File: src/rtl/clock_phase_sequencer_pkg.sv
// Shared types and the P/Q/R control-code table for the clock phase sequencer.
package lvdc_clk_pkg;

    // Computer clock phases, in sequencing order.
    typedef enum logic [1:0] {
        PH_W = 2'd0,
        PH_X = 2'd1,
        PH_Y = 2'd2,
        PH_Z = 2'd3
    } phase_t;

    // Sequencer control states.
    typedef enum logic [1:0] {
        ST_IDLE  = 2'd0,
        ST_RUN   = 2'd1,
        ST_STEP1 = 2'd2,
        ST_DRAIN = 2'd3
    } seq_state_t;

    // Control code per phase, bit order {P, Q, R}, indexed by phase_t.
    // P flips every phase; Q only moves when entering a P=1 phase (W/Y) and
    // R only when entering a P=0 phase (X/Z), so Q and R never move together.
    localparam logic [3:0][2:0] PQR_CODE = {
        3'b001,   // Z
        3'b100,   // Y
        3'b010,   // X
        3'b111    // W
    };

endpackage

File: src/rtl/clock_phase_sequencer_phase_timer.sv
// Dwell counter and phase register; advances W->X->Y->Z while enabled and
// flags the last cycle of each phase and of each bit time.
module phase_timer
    import lvdc_clk_pkg::*;
#(
    parameter int PHASE_CYCLES = 4
) (
    input  logic       clk,
    input  logic       rst_n,
    input  logic       en,
    output logic [1:0] phase,
    output logic [1:0] phase_nxt,
    output logic       phase_end,
    output logic       bit_end
);

    localparam int DW = (PHASE_CYCLES > 1) ? $clog2(PHASE_CYCLES) : 1;
    localparam logic [DW-1:0] DWELL_LAST = DW'(PHASE_CYCLES - 1);

    logic [DW-1:0] dwell_q, dwell_d;
    phase_t        phase_q, phase_d;

    // Count dwell cycles; at terminal count step to the next phase (Z wraps to W).
    always_comb begin
        phase_end = en && (dwell_q == DWELL_LAST);
        bit_end   = phase_end && (phase_q == PH_Z);
        dwell_d   = dwell_q;
        phase_d   = phase_q;
        if (phase_end) begin
            dwell_d = '0;
            phase_d = phase_t'(phase_q + 2'd1);
        end else if (en) begin
            dwell_d = dwell_q + 1'b1;
        end
    end

    // Counter registers; frozen while the sequencer is idle.
    always_ff @(posedge clk) begin
        if (!rst_n) begin
            dwell_q <= '0;
            phase_q <= PH_W;
        end else begin
            dwell_q <= dwell_d;
            phase_q <= phase_d;
        end
    end

    assign phase     = phase_q;
    assign phase_nxt = phase_d;

endmodule

File: src/rtl/clock_phase_sequencer.sv
// Run/halt/single-step sequencer driving the P/Q/R phase-control pairs and
// BOP enable for the clock drivers, plus the bit-time counter.
module clock_phase_sequencer
    import lvdc_clk_pkg::*;
#(
    parameter int PHASE_CYCLES = 4,
    parameter int BIT_TIMES    = 28
) (
    input  logic                         CLK,
    input  logic                         RST_N,
    input  logic                         RUN,
    input  logic                         HALT_REQ,
    input  logic                         STEP,
    output logic                         BOP,
    output logic                         CGPP,
    output logic                         CGPPN,
    output logic                         CGQP,
    output logic                         CGQPN,
    output logic                         CGRP,
    output logic                         CGRPN,
    output logic [1:0]                   PHASE,
    output logic [$clog2(BIT_TIMES)-1:0] BIT_TIME,
    output logic                         WORD_END,
    output logic                         HALTED
);

    localparam int BTW = $clog2(BIT_TIMES);
    localparam logic [BTW-1:0] BT_LAST = BTW'(BIT_TIMES - 1);

    seq_state_t     state_q, state_d;
    logic           bop_q, bop_d;
    logic [2:0]     cg_q, cg_d;
    logic [BTW-1:0] bit_time_q, bit_time_d;

    logic           tmr_en;
    logic [1:0]     phase;
    logic [1:0]     phase_nxt;
    logic           phase_end;
    logic           bit_end;

    assign tmr_en = (state_q != ST_IDLE);

    phase_timer #(
        .PHASE_CYCLES(PHASE_CYCLES)
    ) u_phase_timer (
        .clk      (CLK),
        .rst_n    (RST_N),
        .en       (tmr_en),
        .phase    (phase),
        .phase_nxt(phase_nxt),
        .phase_end(phase_end),
        .bit_end  (bit_end)
    );

    // State register.
    always_ff @(posedge CLK) begin
        if (!RST_N) state_q <= ST_IDLE;
        else        state_q <= state_d;
    end

    // Next state: stops only on a bit-time boundary (Z->W); halt beats run/step.
    always_comb begin
        state_d = state_q;
        unique case (state_q)
            ST_IDLE: begin
                if (HALT_REQ)  state_d = ST_IDLE;
                else if (RUN)  state_d = ST_RUN;
                else if (STEP) state_d = ST_STEP1;
            end
            ST_RUN: begin
                // A stop request landing on the last cycle of a bit time halts
                // right there instead of draining a whole extra bit time.
                if (HALT_REQ || !RUN) state_d = bit_end ? ST_IDLE : ST_DRAIN;
            end
            ST_STEP1, ST_DRAIN: begin
                if (bit_end) state_d = ST_IDLE;
            end
            default: state_d = ST_IDLE;
        endcase
    end

    // Outputs: BOP follows the next state; codes move only on phase boundaries.
    always_comb begin
        bop_d      = (state_d != ST_IDLE);
        cg_d       = phase_end ? PQR_CODE[phase_nxt] : cg_q;
        bit_time_d = bit_time_q;
        if (bit_end) bit_time_d = (bit_time_q == BT_LAST) ? '0 : bit_time_q + 1'b1;
    end

    // Registered output stage so the control lines are glitch-free.
    always_ff @(posedge CLK) begin
        if (!RST_N) begin
            bop_q      <= 1'b0;
            cg_q       <= PQR_CODE[PH_W];
            bit_time_q <= '0;
        end else begin
            bop_q      <= bop_d;
            cg_q       <= cg_d;
            bit_time_q <= bit_time_d;
        end
    end

    assign BOP      = bop_q;
    assign CGPP     = cg_q[2];
    assign CGQP     = cg_q[1];
    assign CGRP     = cg_q[0];
    assign CGPPN    = ~cg_q[2];
    assign CGQPN    = ~cg_q[1];
    assign CGRPN    = ~cg_q[0];
    assign PHASE    = phase;
    assign BIT_TIME = bit_time_q;
    assign WORD_END = bit_end && (bit_time_q == BT_LAST);
    assign HALTED   = (state_q == ST_IDLE);

endmodule
File: config.mk
export PLATFORM = sky130hd
export DESIGN_NAME = clock_phase_sequencer
export DESIGN_NICKNAME = d
export VERILOG_FILES = /design/src/rtl/clock_phase_sequencer_pkg.sv /design/src/rtl/clock_phase_sequencer_phase_timer.sv /design/src/rtl/clock_phase_sequencer.sv
export SDC_FILE = /design/constraint.sdc
export NUM_CORES = 1
export LEC_CHECK = 0
export ABC_AREA = 1
export CAP_MARGIN = 25
export CORE_MARGIN = 2
export CORE_UTILIZATION = 33
export CTS_CLUSTER_DIAMETER = 80
export DETAILED_ROUTE_END_ITERATION = 8
export GPL_ROUTABILITY_DRIVEN = 0
export GPL_TIMING_DRIVEN = 0
export SLEW_MARGIN = 20
export SYNTH_ARGS = -nofsm -noshare
export SYNTH_HDL_FRONTEND = slang
export SYNTH_SLANG_ARGS = --single-unit
export TNS_END_PERCENT = 50
File: constraint.sdc
create_clock -name CLK -period 1.7 [get_ports CLK]
set_input_delay 0.17 -clock CLK [delete_from_list [all_inputs] [get_ports CLK]]
set_output_delay 0.17 -clock CLK [all_outputs]
set_load 0.03 [all_outputs]
==> metrics.log, run 1 <==
[metrics] total number of placement rows: 16
[metrics] clock input transition at the sequential cells of the worst setup and hold paths: 80 ps
[metrics] Fin Setup TNS: 0 ps
[metrics] final cell count without fillers: 148
[metrics] vertical die dimension: 50.8 µm
[metrics] most used standard cells in the synthesized netlist: sky130_fd_sc_hd__nand2_1, sky130_fd_sc_hd__dfxtp_1, sky130_fd_sc_hd__inv_1, sky130_fd_sc_hd__nor2_1, sky130_fd_sc_hd__a21oi_1
[metrics] leakage: 0.417 nW
[metrics] Crit path max-delay family: buffers and inverters
[metrics] Critical Path AT: 1390 ps
[metrics] Detail Route Antenna Nets: 0
[metrics] Max Buffers Root-to-Sink: 2
[metrics] number of setup violations in the final report: 0
[metrics] CTS H-Tree Depth: 1
[metrics] number of primary I/O pins: 21
[metrics] Core ar.: 0.00202 mm²
[metrics] routed vias: 651
[metrics] critical path peak fanout: 5
[metrics] area after detailed placement: 947 µm²
[metrics] power per cell area: 717 mW/mm²
[metrics] list of cells traversed by the critical path: clkdlybuf4s50_1
[metrics] actual slew at the worst max-slew pin: 314 ps
[metrics] Pre-antenna DRT Iters: 4
[metrics] final instance area: 970 µm²
[metrics] number of buffers and inverters on the critical path: 1
[metrics] Design Power: 0.695 mW
[metrics] First DRT Iteration DRCs: 3
[metrics] largest cells by area after synthesis: sky130_fd_sc_hd__dfxtp_1, sky130_fd_sc_hd__nand2_1, sky130_fd_sc_hd__inv_1, sky130_fd_sc_hd__ha_1, sky130_fd_sc_hd__nor2_1
[metrics] routed length per placed instance: 9.67 µm
[metrics] Placed Cells: 144
[metrics] ant diodes: 0
[metrics] startpoint types: register
[metrics] IO buf count: 19
[metrics] Syn Nets: 106
[metrics] mapped cell area: 723 µm²
[metrics] critical-path cell with the highest stage delay: sky130_fd_sc_hd__clkdlybuf4s50_1
[metrics] number of clock buffers inserted by TritonCTS: 3
[metrics] global-route wire length before repair: 2520 µm
[metrics] synth warn: 0
[metrics] Seq/Total Area, Yosys: 0.415
[metrics] number of antenna violations at the first check in global routing: 0
[metrics] half-perimeter wire length after detailed placement: 1120 µm
[metrics] Area Growth Syn to Fin: 34.1%
[metrics] max_cap viols: 0
[metrics] DR vias/cell: 4.40
[metrics] ratio of cells with drive above 1 in the final layout: 0.132
[metrics] run status: completed
[metrics] CTS sink cnt: 15
[metrics] VDD IR max: 364 µV
[metrics] largest net degree at the start of global routing: 10
[metrics] final WL: 1430 µm
[metrics] die area: 0.00258 mm²
[metrics] most common cell in the netlist: sky130_fd_sc_hd__nand2_1
[metrics] via count of the first global-routing pass: 583
[metrics] final period demand of the worst path: 1560 ps
[metrics] Hold Crit Class: input port to register
[metrics] share of the core filled with cells in the final layout: 0.480
[metrics] setup repair after global routing missed its margin: false
[metrics] number of distinct library cells after synthesis: 20
[metrics] share of the synthesized area in the top cell type: 0.415
[metrics] Worst slew margin: 0.790
[metrics] clock skew after layout: 1.29 ps
[metrics] number of synthesized flops with an enable pin: 0
[metrics] Fin. Hold Viols: 0
[metrics] remaining design rule violation count: 0
[metrics] effective utilization at floorplan: 0.358
[metrics] clock latency at the later pin of the worst-skew pair: 280 ps
[metrics] Worst EP required: 1530 ps
[metrics] all-layer global routing usage: 0.134
[metrics] type of destination of the critical path: output pin
[metrics] fin crit share: 0.917
[metrics] final max-slew violation count: 0
[metrics] die width: 50.8 µm
[metrics] TritonCTS clock tree: yes
[metrics] highest clock frequency the design can meet: 641 MHz
[metrics] final-layout fill cell count: 219
[metrics] buffers inserted by post-CTS timing repair: 0
[metrics] cell count after synthesis: 98
[metrics] net count of the finished layout: 130
[metrics] total grt overflow: 0
[metrics] CTS Root Buffer Type: sky130_fd_sc_hd__clkbuf_4
[metrics] type of the worst setup path: register to output pin
[metrics] CP max stage delay: 700 ps
[metrics] number of flip-flops and latches in the synthesized netlist: 15
[metrics] top_reg_cell synth: sky130_fd_sc_hd__dfxtp_1
[metrics] Synth area leader: sky130_fd_sc_hd__dfxtp_1
[metrics] async set or reset register ratio after synthesis: 0
[metrics] Avg Synthesized Cell Area: 7.38 µm²
==> layout by cell type (no fill, tap or decap), drive strengths merged <==
master	synthesis	routed
clkbuf	0	4
inv	16	16
a21oi	8	8
dfxtp	15	15
xor2	1	1
clkdlybuf4s50	0	17
nand4	1	1
o211ai	2	2
o21ai	5	5
nand2	25	25
nor2	14	14
nor3	1	1
dlygate4sd2	0	1
nand3	6	6
buf	1	2
ha	3	3
==> layout make-up <==
cell class | count | area (µm²) | area share
buffer | 1 | 5.00 | 0.00516
timing repair buffer | 19 | 184 | 0.190
multi-input combinational | 66 | 360 | 0.372
inverter | 16 | 60.1 | 0.0619
clock buffer | 4 | 26.3 | 0.0271
sequential | 15 | 300 | 0.310
tap | 27 | 33.8 | 0.0348
==> where the power goes <==
part           internal (mW)  switching [mW]  total, mW
registers              0.368          0.0127      0.381
logic                 0.0450          0.0687      0.114
clock network         0.0911           0.110      0.201
==> sequential cells by signal, summed over array words and instances, names as in the netlist <==
| name | count |
|---|---|
| u_phase_timer.phase | 2 |
| BIT_TIME | 5 |
| u_phase_timer.dwell_q | 2 |
| BOP | 1 |
| cg_q | 3 |
| state_q | 2 |
==> path summary, 6_finish.rpt <==
kind / slack, ps / end / startpoint / depth (start not counted)
setup / recovery: 140 / BIT_TIME[3] / BIT_TIME[3]$_SDFFE_PN0P_ / 1
hold / removal: 150 / cg_q[1]$_SDFFE_PN1P_ / RST_N / 2
setup reg to reg: 450 / BOP$_SDFF_PN0_ / u_phase_timer.dwell_q[0]$_SDFFE_PP0P_ / 8
hold reg to reg: 480 / u_phase_timer.dwell_q[1]$_SDFFE_PP0P_ / u_phase_timer.dwell_q[1]$_SDFFE_PP0P_ / 2
==> repair_timing <==
item,4_1_cts,5_1_grt
gates cloned,0,0
hold buffers,0,0
pin swaps,0,0
hold endpoints to repair,0,0
endpoints found under the setup margin,2,1
resized for setup,4,3
==> layer usage <==
| metal | up-vias | global-route usage | wire, µm |
|---|---|---|---|
| li1 | 355 | - | - |
| met1 | 278 | 0.167 | 655 |
| met2 | 14 | 0.197 | 663 |
| met3 | 4 | 0.0292 | 70 |
| met4 | 0 | 0.108 | 42 |
| met5 | - | 0 | 0 |
==> through the flow <==
stage / hold slack [ps] / setup slack (ps)
detailed placement: 443 / -26.5
finish: 149 / 140
global placement: 444 / -46.5
floorplan: 398 / 144
CTS: 140 / 11.4
global route: 156 / 22.0
==> cell families after synthesis <==
kind of cell / share of synthesized area
AND/OR/NAND/NOR: 0.315
buffers and inverters: 0.0900
AO/OA/AOI/OAI: 0.116
flip-flops: 0.415
adder cells (fa/ha/maj): 0.0519
XOR/XNOR: 0.0121
Note: power is estimated with default switching activity, not from simulation.
==> inputs of run 2 (changes only) <==
SKIP_LAST_GASP = 1   (was unset)
clock period = 1.8 ns   (was 1.7 ns; I/O delays follow)
==> metrics.log, run 2 (synthesis gave the netlist of run 1 again) <==
[metrics] clock latency at the later pin of the worst-skew pair: 280 ps
[metrics] highest clock frequency the design can meet: 574 MHz
[metrics] DR vias/cell: 4.38
[metrics] remaining design rule violation count: 0
[metrics] number of primary I/O pins: 21
[metrics] ant diodes: 0
[metrics] global-route wire length before repair: 2500 µm
[metrics] setup repair after global routing missed its margin: true
[metrics] CTS sink cnt: 15
[metrics] most used cells in the layout excluding fill and tap cells: sky130_fd_sc_hd__nand2_1, sky130_fd_sc_hd__clkdlybuf4s50_1, sky130_fd_sc_hd__dfxtp_1
[metrics] die width: 50.8 µm
[metrics] leakage: 0.424 nW
[metrics] Worst slew margin: 0.789
[metrics] CTS H-Tree Depth: 1
[metrics] number of antenna violations at the first check in global routing: 0
[metrics] routed vias: 648
[metrics] area after detailed placement: 947 µm²
[metrics] vertical die dimension: 50.8 µm
[metrics] critical path peak fanout: 9
[metrics] Worst EP required: 1620 ps
[metrics] final instance area: 976 µm²
[metrics] final period demand of the worst path: 1740 ps
[metrics] clock skew after layout: 0.509 ps
[metrics] actual slew at the worst max-slew pin: 317 ps
[metrics] Reg power frac: 0.547
[metrics] VDD IR max: 344 µV
[metrics] list of cells traversed by the critical path: ha_1, nand3_4, nor2_2, clkdlybuf4s15_1
[metrics] final max-slew violation count: 0
[metrics] Core ar.: 0.00202 mm²
[metrics] Pre-antenna DRT Iters: 4
[metrics] clock network fraction of total power: 0.287
[metrics] via count of the first global-routing pass: 587
[metrics] type of the worst setup path: register to output pin
[metrics] net count of the finished layout: 130
[metrics] ratio of cells with drive above 1 in the final layout: 0.116
[metrics] half-perimeter wire length after detailed placement: 1120 µm
[metrics] clock input transition at the sequential cells of the worst setup and hold paths: 80 ps
[metrics] Hold Crit Class: input port to register
[metrics] combinational group share of total power: 0.166
[metrics] Max Buffers Root-to-Sink: 2
[metrics] total number of placement rows: 16
[metrics] startpoint types: register
[metrics] Power Internal: 0.478 mW
[metrics] critical-path cell with the highest stage delay: sky130_fd_sc_hd__clkdlybuf4s15_1
[metrics] number of clock buffers inserted by TritonCTS: 3
[metrics] effective utilization at floorplan: 0.358
[metrics] Fin. Hold Viols: 0
[metrics] worst-case setup slack after placement: 63.5 ps
[metrics] TritonCTS clock tree: yes
[metrics] die area: 0.00258 mm²
[metrics] routed length per placed instance: 9.70 µm
[metrics] Detail Route Antenna Nets: 0
[metrics] run status: completed
[metrics] IO buf count: 19
[metrics] Area Growth Syn to Fin: 34.9%
[metrics] post-layout worst setup margin: 56.7 ps
[metrics] largest net degree at the start of global routing: 10
[metrics] total grt overflow: 0
[metrics] Sw Pwr: 0.179 mW
[metrics] number of flip-flops under the largest register name: 5
[metrics] type of destination of the critical path: output pin
[metrics] Critical Path AT: 1560 ps
[metrics] max_cap viols: 0
[metrics] First DRT Iteration DRCs: 3
[metrics] fin crit share: 0.969
[metrics] CP max stage delay: 370 ps
[metrics] CTS Root Buffer Type: sky130_fd_sc_hd__clkbuf_4
[metrics] power per cell area: 674 mW/mm²
[metrics] Net Sw Frac: 0.273
[metrics] share of the core filled with cells in the final layout: 0.483
[metrics] most common library cell in the layout ignoring fill and taps: sky130_fd_sc_hd__nand2_1
[metrics] worst hold slack across all endpoints: 159 ps
[metrics] final WL: 1440 µm
[metrics] all-layer global routing usage: 0.133
[metrics] number of setup violations in the final report: 0
-- run 2: metrics by stage --
stage	setup TNS (ps)	power, mW	std cells
floorplan	0	0.442	98
global placement	0	0.477	144
detailed placement	0	0.479	144
CTS	-15.0	0.673	148
global route	-84.1	0.707	148
finish	0	0.657	148
-- run 2: worst paths after layout --
kind	to	cells past startpoint	slack, ps	start
setup / recovery	WORD_END	4	60	u_phase_timer.dwell_q[0]$_SDFFE_PP0P_
hold / removal	cg_q[1]$_SDFFE_PN1P_	2	160	RST_N
setup reg to reg	BOP$_SDFF_PN0_	8	520	u_phase_timer.dwell_q[0]$_SDFFE_PP0P_
hold reg to reg	u_phase_timer.dwell_q[1]$_SDFFE_PP0P_	2	480	u_phase_timer.dwell_q[1]$_SDFFE_PP0P_
-- run 2: final cells by class --
type,count,area [µm²]
flip-flops and latches,15,300
well taps,27,33.8
inverters,16,60.1
fillers,218,1050
clock buffers,4,26.3
multi-input cells,66,358
repair buffers,19,193
plain buffers,1,5.00
-- run 2: timing repair --
item / in CTS / in global routing
resized for setup: 1 / 2
endpoints found under the setup margin: 2 / 2
hold buffers: 0 / 0
buffers inserted: 0 / 0
-- run 2: critical path: cells and delay by family (launching register included) --
| family | cells | cell delay, ps |
|---|---|---|
| buffers and inverters | 1 | 370 |
| adders and majority gates | 1 | 240 |
| DFF | 1 | 360 |
| and+or+nand+nor | 2 | 310 |
-- run 2: per-layer routing --
| layer | wire length (µm) | track usage | up-vias |
|---|---|---|---|
| met3 | 73 | 0.0292 | 4 |
| li1 | - | - | 355 |
| met5 | 0 | 0 | - |
| met4 | 42 | 0.108 | 0 |
| met2 | 665 | 0.200 | 14 |
| met1 | 655 | 0.163 | 275 |
-- run 2: power groups by stage --
stage	Combinational [mW]	Sequential [mW]	Clock, mW
floorplan	0.0680	0.374	0
global route	0.123	0.363	0.221
global placement	0.110	0.367	0
CTS	0.112	0.360	0.201
finish	0.109	0.360	0.189
detailed placement	0.111	0.368	0
==> inputs of run 3 (changes only) <==
--- a/config.mk
+++ b/config.mk
@@ -11,4 +11,5 @@
 export CORE_UTILIZATION = 33
 export CTS_CLUSTER_DIAMETER = 80
+export CTS_CLUSTER_SIZE = 10
 export DETAILED_ROUTE_END_ITERATION = 8
 export GPL_ROUTABILITY_DRIVEN = 0
==> constraint.sdc (replaced) <==
create_clock -name CLK -period 1.8 [get_ports CLK]
set_input_delay 0.45 -clock CLK [delete_from_list [all_inputs] [get_ports CLK]]
set_output_delay 0.45 -clock CLK [all_outputs]
set_load 0.03 [all_outputs]
==> metrics.log, run 3 (synthesis gave the netlist of run 1 again) <==
[metrics] critical path peak fanout: 3
[metrics] Endpoint, Worst Hold: cg_q[1]$_SDFFE_PN1P_
[metrics] startpoint types: register
[metrics] Detail Route Antenna Nets: 0
[metrics] worst reg2reg endpoint: BOP$_SDFF_PN0_
[metrics] violations in the final reports: negative setup slack
[metrics] largest net degree at the start of global routing: 10
[metrics] ratio of cells with drive above 1 in the final layout: 0.232
[metrics] die width: 50.8 µm
[metrics] most common library cell in the layout ignoring fill and taps: sky130_fd_sc_hd__nand2_1
[metrics] routed vias: 673
[metrics] final WL: 1540 µm
[metrics] power per cell area: 651 mW/mm²
[metrics] number of cells traversed by the worst register-to-register path: 8
[metrics] start point of the worst hold path: RST_N
[metrics] die area: 0.00258 mm²
[metrics] number of cells traversed by the worst hold path: 2
[metrics] highest clock frequency the design can meet: 551 MHz
[metrics] post-layout worst setup margin: -14.2 ps
[metrics] First DRT Iteration DRCs: 11
[metrics] effective utilization at floorplan: 0.358
[metrics] number of clock buffers inserted by TritonCTS: 3
[metrics] vertical die dimension: 50.8 µm
[metrics] half-perimeter wire length after detailed placement: 1120 µm
[metrics] Fin. Hold Viols: 0
[metrics] Hold Crit Class: input port to register
[metrics] Critical Path AT: 1360 ps
[metrics] reg-to-reg slack, setup: 580 ps
[metrics] number of flip-flops under the largest register name: 5
[metrics] number of antenna violations at the first check in global routing: 0
[metrics] CTS Root Buffer Type: sky130_fd_sc_hd__clkbuf_4
[metrics] number of primary I/O pins: 21
[metrics] Pre-antenna DRT Iters: 4
[metrics] clock latency at the later pin of the worst-skew pair: 280 ps
[metrics] type of destination of the critical path: output pin
[metrics] CTS H-Tree Depth: 1
[metrics] net count of the finished layout: 134
[metrics] final max-slew violation count: 0
[metrics] IO buf count: 19
[metrics] r2r startpoint: u_phase_timer.dwell_q[1]$_SDFFE_PP0P_
[metrics] clock skew after layout: 2.16 ps
[metrics] run status: complete, but fails checks
[metrics] setup repair after global routing missed its margin: true
[metrics] Area Growth Syn to Fin: 40.3%
[metrics] most used cells in the layout excluding fill and tap cells: sky130_fd_sc_hd__nand2_1, sky130_fd_sc_hd__inv_1, sky130_fd_sc_hd__clkdlybuf4s50_1
[metrics] leakage: 0.499 nW
[metrics] hold buffer count at CTS: 0
[metrics] actual slew at the worst max-slew pin: 341 ps
[metrics] global-route wire length before repair: 2500 µm
[metrics] Design Power: 0.660 mW
[metrics] fin crit share: 1.01
[metrics] CTS sink cnt: 15
[metrics] Max Buffers Root-to-Sink: 2
[metrics] clock input transition at the sequential cells of the worst setup and hold paths: 80 ps
[metrics] worst hold slack across all endpoints: 429 ps
[metrics] Fin Setup TNS: -14.2 ps
[metrics] number of setup violations in the final report: 1
[metrics] final period demand of the worst path: 1810 ps
[metrics] DR vias/cell: 4.43
[metrics] Worst slew margin: 0.772
[metrics] routed length per placed instance: 10.1 µm
[metrics] all-layer global routing usage: 0.133
[metrics] ant diodes: 0
[metrics] remaining design rule violation count: 0
[metrics] total grt overflow: 0
[metrics] Core ar.: 0.00202 mm²
[metrics] VDD IR max: 350 µV
[metrics] TritonCTS clock tree: yes
[metrics] max_cap viols: 0
[metrics] Worst EP required: 1350 ps
[metrics] via count of the first global-routing pass: 587
[metrics] type of the worst setup path: register to output pin
[metrics] total number of placement rows: 16
## run 3: metal layers
metal / GRT usage / wire (µm)
met5: 0 / 0
met4: 0.108 / 42
met3: 0.0292 / 74
met2: 0.200 / 737
met1: 0.163 / 688
## run 3: critical path, cell delays in order, from the launching register on
cell	delay, ps
sky130_fd_sc_hd__dfxtp_1	330
sky130_fd_sc_hd__inv_1	70
sky130_fd_sc_hd__clkdlybuf4s50_1	690
## run 3: worst max path at each step
stage / from / end / slack [ps]
finish: cg_q[1]$_SDFFE_PN1P_ / CGQPN / -10
CTS: u_phase_timer.dwell_q[0]$_SDFFE_PP0P_ / WORD_END / -260
detailed placement: u_phase_timer.phase[0]$_SDFF_PN0_ / WORD_END / -210
global placement: u_phase_timer.phase[0]$_SDFF_PN0_ / WORD_END / -230
global route: cg_q[1]$_SDFFE_PN1P_ / CGQPN / -80
floorplan: u_phase_timer.phase[0]$_SDFF_PN0_ / WORD_END / 110
## run 3: area by class of cell
cell class / instances / area, µm²
fillers: 220 / 1010
multi-input cells: 66 / 363
flip-flops and latches: 15 / 309
repair buffers: 23 / 218
inverters: 16 / 60.1
well taps: 27 / 33.8
clock buffers: 4 / 26.3
plain buffers: 1 / 5.00
## run 3: power breakdown
| part | total (mW) | switching (mW) | internal [mW] |
|---|---|---|---|
| Sequential | 0.362 | 0.0119 | 0.350 |
| Clock | 0.192 | 0.106 | 0.0860 |
| Combinational | 0.106 | 0.0652 | 0.0413 |
## run 3: timing repair
action | 4_1_cts | 5_1_grt
cloned | 0 | 0
pin swaps | 0 | 1
endpoints found under the setup margin | 8 | 12
buffers inserted | 0 | 4
endpoints found under the hold margin | 0 | 0
gates resized for setup | 4 | 18
## run 3: metrics by stage
step	std cells	setup WS [ps]	instance area, µm²	utilization
finish	152	-14.2	1010	0.502
global route	152	-76.2	1010	0.502
CTS	148	-264	968	0.479
detailed placement	144	-207	947	0.468
global placement	144	-227	947	0.468
floorplan	98	105	723	-
